==> src/rtl/trdb_reg_ctrl.sv <==
// ============================================================================
// Module      : trdb_reg_ctrl
// Description : Memory-mapped control/status registers for the trace encoder:
//               packet-emitter options, per-channel trace enables and
//               saturating per-channel enable-event counters.
// Revision    : 1.0 - initial release
// ============================================================================
`default_nettype none

module trdb_reg_ctrl #(
    parameter int unsigned NUM_CH = 2,
    parameter int unsigned CNT_W  = 16,
    parameter int unsigned CFG_W  = 2,
    parameter int unsigned ADDR_W = 8
) (
    input  logic              clk_i,
    input  logic              rst_i,
    input  logic              reg_req_i,
    input  logic              reg_we_i,
    input  logic [ADDR_W-1:0] reg_addr_i,
    input  logic [31:0]       reg_wdata_i,
    output logic              reg_rvalid_o,
    output logic [31:0]       reg_rdata_o,
    output logic              reg_err_o,
    input  logic [NUM_CH-1:0] trace_req_on_i,
    input  logic [NUM_CH-1:0] trace_req_off_i,
    input  logic [NUM_CH-1:0] encapsulator_ready_i,
    output logic [NUM_CH-1:0] trace_enable_o,
    output logic              trace_activated_o,
    output logic              nocontext_o,
    output logic              notime_o,
    output logic              encoder_mode_o,
    output logic              delta_address_o,
    output logic [CFG_W-1:0]  configuration_o
);

    localparam int unsigned     c_WORD_W   = ADDR_W - 2;
    localparam logic [c_WORD_W-1:0] c_W_CTRL   = c_WORD_W'(0);
    localparam logic [c_WORD_W-1:0] c_W_ENABLE = c_WORD_W'(1);
    localparam logic [c_WORD_W-1:0] c_W_EN_SET = c_WORD_W'(2);
    localparam logic [c_WORD_W-1:0] c_W_EN_CLR = c_WORD_W'(3);
    localparam logic [c_WORD_W-1:0] c_W_CNT0   = c_WORD_W'(16);

    logic                          r_activated;
    logic                          r_nocontext;
    logic                          r_notime;
    logic                          r_delta;
    logic [CFG_W-1:0]              r_config;
    logic [NUM_CH-1:0]             r_enable;
    logic [NUM_CH-1:0]             r_prev_ready;
    logic [NUM_CH-1:0][CNT_W-1:0]  r_cnt;
    logic                          r_rvalid;
    logic [31:0]                   r_rdata;
    logic                          r_err;

    logic [c_WORD_W-1:0] w_word;
    logic                w_wr;
    logic                w_wr_ctrl;
    logic                w_force_off;
    logic [NUM_CH-1:0]   w_set_bits;
    logic [NUM_CH-1:0]   w_clr_bits;
    logic [NUM_CH-1:0]   w_cnt_sel;
    logic [NUM_CH-1:0]   w_rise;
    logic [NUM_CH-1:0]   w_fall;
    logic [NUM_CH-1:0]   w_en_next;
    logic [31:0]         w_rdata;
    logic                w_err;
    logic                w_unused;

    assign w_word      = reg_addr_i[ADDR_W-1:2];
    assign w_wr        = reg_req_i & reg_we_i;
    assign w_wr_ctrl   = w_wr && (w_word == c_W_CTRL);
    // Deactivation (current state or being written this cycle) kills every lane.
    assign w_force_off = ~r_activated | (w_wr_ctrl & ~reg_wdata_i[0]);
    assign w_set_bits  = (w_wr && (w_word == c_W_EN_SET)) ? reg_wdata_i[NUM_CH-1:0] : '0;
    assign w_clr_bits  = (w_wr && (w_word == c_W_EN_CLR)) ? reg_wdata_i[NUM_CH-1:0] : '0;
    assign w_rise      = encapsulator_ready_i & ~r_prev_ready;
    assign w_fall      = ~encapsulator_ready_i & r_prev_ready;
    assign w_unused    = ^{reg_addr_i[1:0], reg_wdata_i};

    always_comb begin
        w_en_next = r_enable;
        w_cnt_sel = '0;
        for (int ch = 0; ch < NUM_CH; ch++) begin
            w_cnt_sel[ch] = (w_word == (c_W_CNT0 + c_WORD_W'(ch)));
            if (w_force_off)
                w_en_next[ch] = 1'b0;
            else if (w_clr_bits[ch])
                w_en_next[ch] = 1'b0;
            else if (trace_req_off_i[ch] | w_fall[ch])
                w_en_next[ch] = 1'b0;
            else if (w_set_bits[ch])
                w_en_next[ch] = 1'b1;
            else if (trace_req_on_i[ch] | w_rise[ch])
                w_en_next[ch] = 1'b1;
        end
    end

    // Read data reflects register state before this cycle's write/events.
    always_comb begin
        w_rdata = '0;
        w_err   = 1'b0;
        case (w_word)
            c_W_CTRL: begin
                w_rdata[0]         = r_activated;
                w_rdata[1]         = r_nocontext;
                w_rdata[2]         = r_notime;
                w_rdata[3]         = r_delta;
                w_rdata[4+:CFG_W]  = r_config;
            end
            c_W_ENABLE: w_rdata[NUM_CH-1:0] = r_enable;
            c_W_EN_SET,
            c_W_EN_CLR: w_rdata = '0;
            default: begin
                w_err = ~(|w_cnt_sel);
                for (int ch = 0; ch < NUM_CH; ch++) begin
                    if (w_cnt_sel[ch])
                        w_rdata[CNT_W-1:0] = r_cnt[ch];
                end
            end
        endcase
    end

    always_ff @(posedge clk_i) begin
        if (rst_i) begin
            r_activated  <= 1'b0;
            r_nocontext  <= 1'b1;
            r_notime     <= 1'b1;
            r_delta      <= 1'b1;
            r_config     <= '0;
            r_enable     <= '0;
            r_prev_ready <= '0;
            r_cnt        <= '0;
            r_rvalid     <= 1'b0;
            r_rdata      <= '0;
            r_err        <= 1'b0;
        end else begin
            if (w_wr_ctrl) begin
                r_activated <= reg_wdata_i[0];
                r_nocontext <= reg_wdata_i[1];
                r_notime    <= reg_wdata_i[2];
                r_delta     <= reg_wdata_i[3];
                r_config    <= reg_wdata_i[4+:CFG_W];
            end
            r_enable     <= w_en_next;
            r_prev_ready <= encapsulator_ready_i;
            for (int ch = 0; ch < NUM_CH; ch++) begin
                // A clearing write beats a same-edge increment.
                if (w_wr && w_cnt_sel[ch])
                    r_cnt[ch] <= '0;
                else if (w_en_next[ch] && !r_enable[ch] && (r_cnt[ch] != '1))
                    r_cnt[ch] <= r_cnt[ch] + CNT_W'(1);
            end
            r_rvalid <= reg_req_i;
            r_rdata  <= reg_req_i ? w_rdata : '0;
            r_err    <= reg_req_i & w_err;
        end
    end

    assign reg_rvalid_o      = r_rvalid;
    assign reg_rdata_o       = r_rdata;
    assign reg_err_o         = r_err;
    assign trace_enable_o    = r_enable;
    assign trace_activated_o = r_activated;
    assign nocontext_o       = r_nocontext;
    assign notime_o          = r_notime;
    assign encoder_mode_o    = 1'b0;
    assign delta_address_o   = r_delta;
    assign configuration_o   = r_config;

endmodule

`default_nettype wire

==> config.mk <==
export PLATFORM = sky130hd
export DESIGN_NAME = trdb_reg_ctrl
export DESIGN_NICKNAME = d
export VERILOG_FILES = /design/src/rtl/trdb_reg_ctrl.sv
export SDC_FILE = /design/constraint.sdc
export NUM_CORES = 1
export LEC_CHECK = 0
export CELL_PAD_IN_SITES_DETAIL_PLACEMENT = 2
export CELL_PAD_IN_SITES_GLOBAL_PLACEMENT = 2
export CORE_MARGIN = 3
export CORE_UTILIZATION = 29
export DETAILED_ROUTE_END_ITERATION = 10
export GPL_ROUTABILITY_DRIVEN = 0
export PLACE_DENSITY = 0.9
export SYNTH_ARGS = -nofsm -noshare
export SYNTH_HDL_FRONTEND = slang
export SYNTH_SLANG_ARGS = --single-unit
export TNS_END_PERCENT = 10
==> constraint.sdc <==
create_clock -name clk_i -period 4.1 [get_ports clk_i]
set_input_delay 0.615 -clock clk_i [delete_from_list [all_inputs] [get_ports clk_i]]
set_output_delay 0.615 -clock clk_i [all_outputs]
set_load 0.1 [all_outputs]
==> out/metrics.cfg <==
[status]
status=finished clean

[clock_network]
cts_setup_buffers=0
root_buffer=clkbuf_8
path_clk_slew_ns=0.08
holdBufCountCts=0
clock_path_buffers=2
cts-resized-gates=0
clkLatencyLatePin_ns=0.36
cts-buffers-inserted=9
cts_tree=yes
cts.sinks=60
h-tree-depth=3

[synth]
synth.cell_area_mm2=0.003179
avgSynthCellArea_um2=8.258
synth.area.top_cells=dfxtp_1, mux2i_1, nand2_1
synth.top_cell.area_share_pct=37.78
ys_seq_area_share_pct=37.78
yosysTopAreaCell=dfxtp_1
synth_edf_count=0
synth_seq_cells=60
synth_ff_type=dfxtp_1
synthArstFlopShare_pct=0
synth_cells=385
synthDistinctLibCells=52
ys_warn_count=0

[floorplanning]
io_pins=93
fp.dieArea_mm2=0.01226
initial_core_util_pct=30.25
core-area_mm2=0.01051
fp-row-count=37
die_h_um=110.7
die_x_um=110.7

[critical_path]
cp.arrival_ns=3.42
crit_type=primary input to flop
end_kind=flop
required_ns=4.35
crit_fanout=20
cp-start-kind=primary input

[layout]
fill_cells=1183
fin_cells=568
final_core_util_pct=37.24
area_delta_synth_final_pct=23.10
most-common-layout-cells=dfxtp_1, clkdlybuf4s50_1, nand2_1, nor2_1, a21oi_1
finalNetCount=479
final_common_cell=dfxtp_1
layout-drive-gt1-share_pct=8.102
design_area_mm2=0.003914
n_antenna_cell=0

[power]
ir_worst_vdd_uv=157.6
power_density_mw_per_mm2=331.9
p_total_mw=1.299
power.leakage_nw=1.312

[timing]
fin_skew_ns=0.01306
rsz0062_at_grt=false
slew_violations=0
post-route-min-period_ns=3.171
finalCritPeriodShare_pct=77.33
worst_slack_ns=0.9294
max_freq_ghz=0.3154
tightestPinTransition_ns=0.9900
fin_hold_ws_ns=0.4951
slew_headroom_pct=33.79
fin_tns_setup_ns=0
hold_viol_final=0
setup_viol=0

[detailed_routing]
drtPass1Iterations=4
drc=0
viasPerCell=5.623
drtIter0Drc=118
avgRoutedWirePerCell_um=19.39
totalWireLength_mm=11.02
vias=3194
ant_nets=0

[place]
pre_cts_slack_ns=0.5893
placed_area_mm2=0.003712
dp_cells=552
portBuffers=47
place_hpwl_mm=7.785

[grt]
track_usage_pct=18.13
gr-total-overflow=0
antenna_found_initial=0
grt_max_degree=24
grt_pass1_wl_mm=18.20
grt_pass1_vias=3440

[job]
maxCapViolCount=0

[hold_path]
hold_path.class=flop to flop

cells in the mapped netlist, drive strengths merged, types with 2 or more instances:
| cell type | instances |
|---|---|
| nor2 | 25 |
| nand4 | 16 |
| nor4b | 2 |
| nor2b | 2 |
| a211oi | 2 |
| inv | 10 |
| nor4 | 16 |
| nand2 | 42 |
| and4 | 7 |
| nand2b | 6 |
| a22oi | 14 |
| a21oi | 21 |
| a21o | 2 |
| a31o | 4 |
| o211ai | 2 |
| o21ai | 3 |
| o21a | 2 |
| ha | 2 |
| mux2i | 16 |
| o31ai | 9 |
| nand3 | 20 |
| a211o | 3 |
| or4 | 12 |
| nand4b | 3 |
| clkbuf | 17 |
| o311ai | 2 |
| nand3b | 3 |
| dfxtp | 60 |
| a221oi | 2 |
| nor3 | 6 |
| buf | 20 |
| and2 | 5 |
| or2 | 7 |
| and3 | 7 |
sequential cells by signal (all words and copies together), names as in the netlist:
name and count:
configuration_o 2, delta_address_o 1, nocontext_o 1, notime_o 1, r_cnt 32, r_prev_ready 2, reg_err_o 1, reg_rdata_o 16
reg_rvalid_o 1, trace_activated_o 1, trace_enable_o 2
power breakdown:
part	total (mW)	internal, mW	switching [mW]
clock	0.560	0.296	0.264
sequential	0.586	0.585	0.00117
combinational	0.153	0.0333	0.120
total	1.30	0.914	0.385
worst paths after layout:
check                                                      from                              end  slack, ns  cells after the start
worst max register to register           r_cnt[16]$_SDFFE_PP0P_           r_cnt[18]$_SDFFE_PP0P_       1.42                      7
worst min register to register  configuration_o[1]$_SDFFE_PP0N_  configuration_o[1]$_SDFFE_PP0N_       0.50                      2
worst max-delay path                              reg_addr_i[6]            r_cnt[6]$_SDFFE_PP0P_       0.93                      6
worst min-delay path            configuration_o[1]$_SDFFE_PP0N_  configuration_o[1]$_SDFFE_PP0N_       0.50                      2
worst max-delay path, cell delays in order:
cell and delay, ns:
clkdlybuf4s50_1 0.48, or4_4 0.61, or3_1 0.39, a211o_1 0.54, nor4b_1 0.41, mux2_2 0.37
area by class of cell:
| type | count | area, um^2 | share of cell area, % |
|---|---|---|---|
| Clock inverter | 6 | 63.81 | 1.630 |
| Sequential cell | 60 | 1201 | 30.69 |
| Inverter | 10 | 37.54 | 0.9591 |
| Timing Repair Buffer | 52 | 508.0 | 12.98 |
| Tap cell | 136 | 170.2 | 4.348 |
| Multi-Input combinational cell | 294 | 1795 | 45.88 |
| Clock buffer | 10 | 137.6 | 3.517 |
cells by family after synthesis:
group | after synthesis | share of synthesized area, %
muxes | 17 | 5.391
and+or+nand+nor | 184 | 31.92
AOI/OAI and AO/OA | 74 | 16.37
buffers and inverters | 47 | 7.635
DFF | 60 | 37.78
adders and majority gates | 2 | 0.7870
other | 1 | 0.1180
routing by layer:
layer	wire (um)	GRT usage (%)	vias up
met5	0	0	-
met3	497	3.766	17
met1	4748	22.13	1587
met2	5585	31.55	94
li1	-	-	1496
met4	185	6.322	0
(Power assumes the default switching activity.)
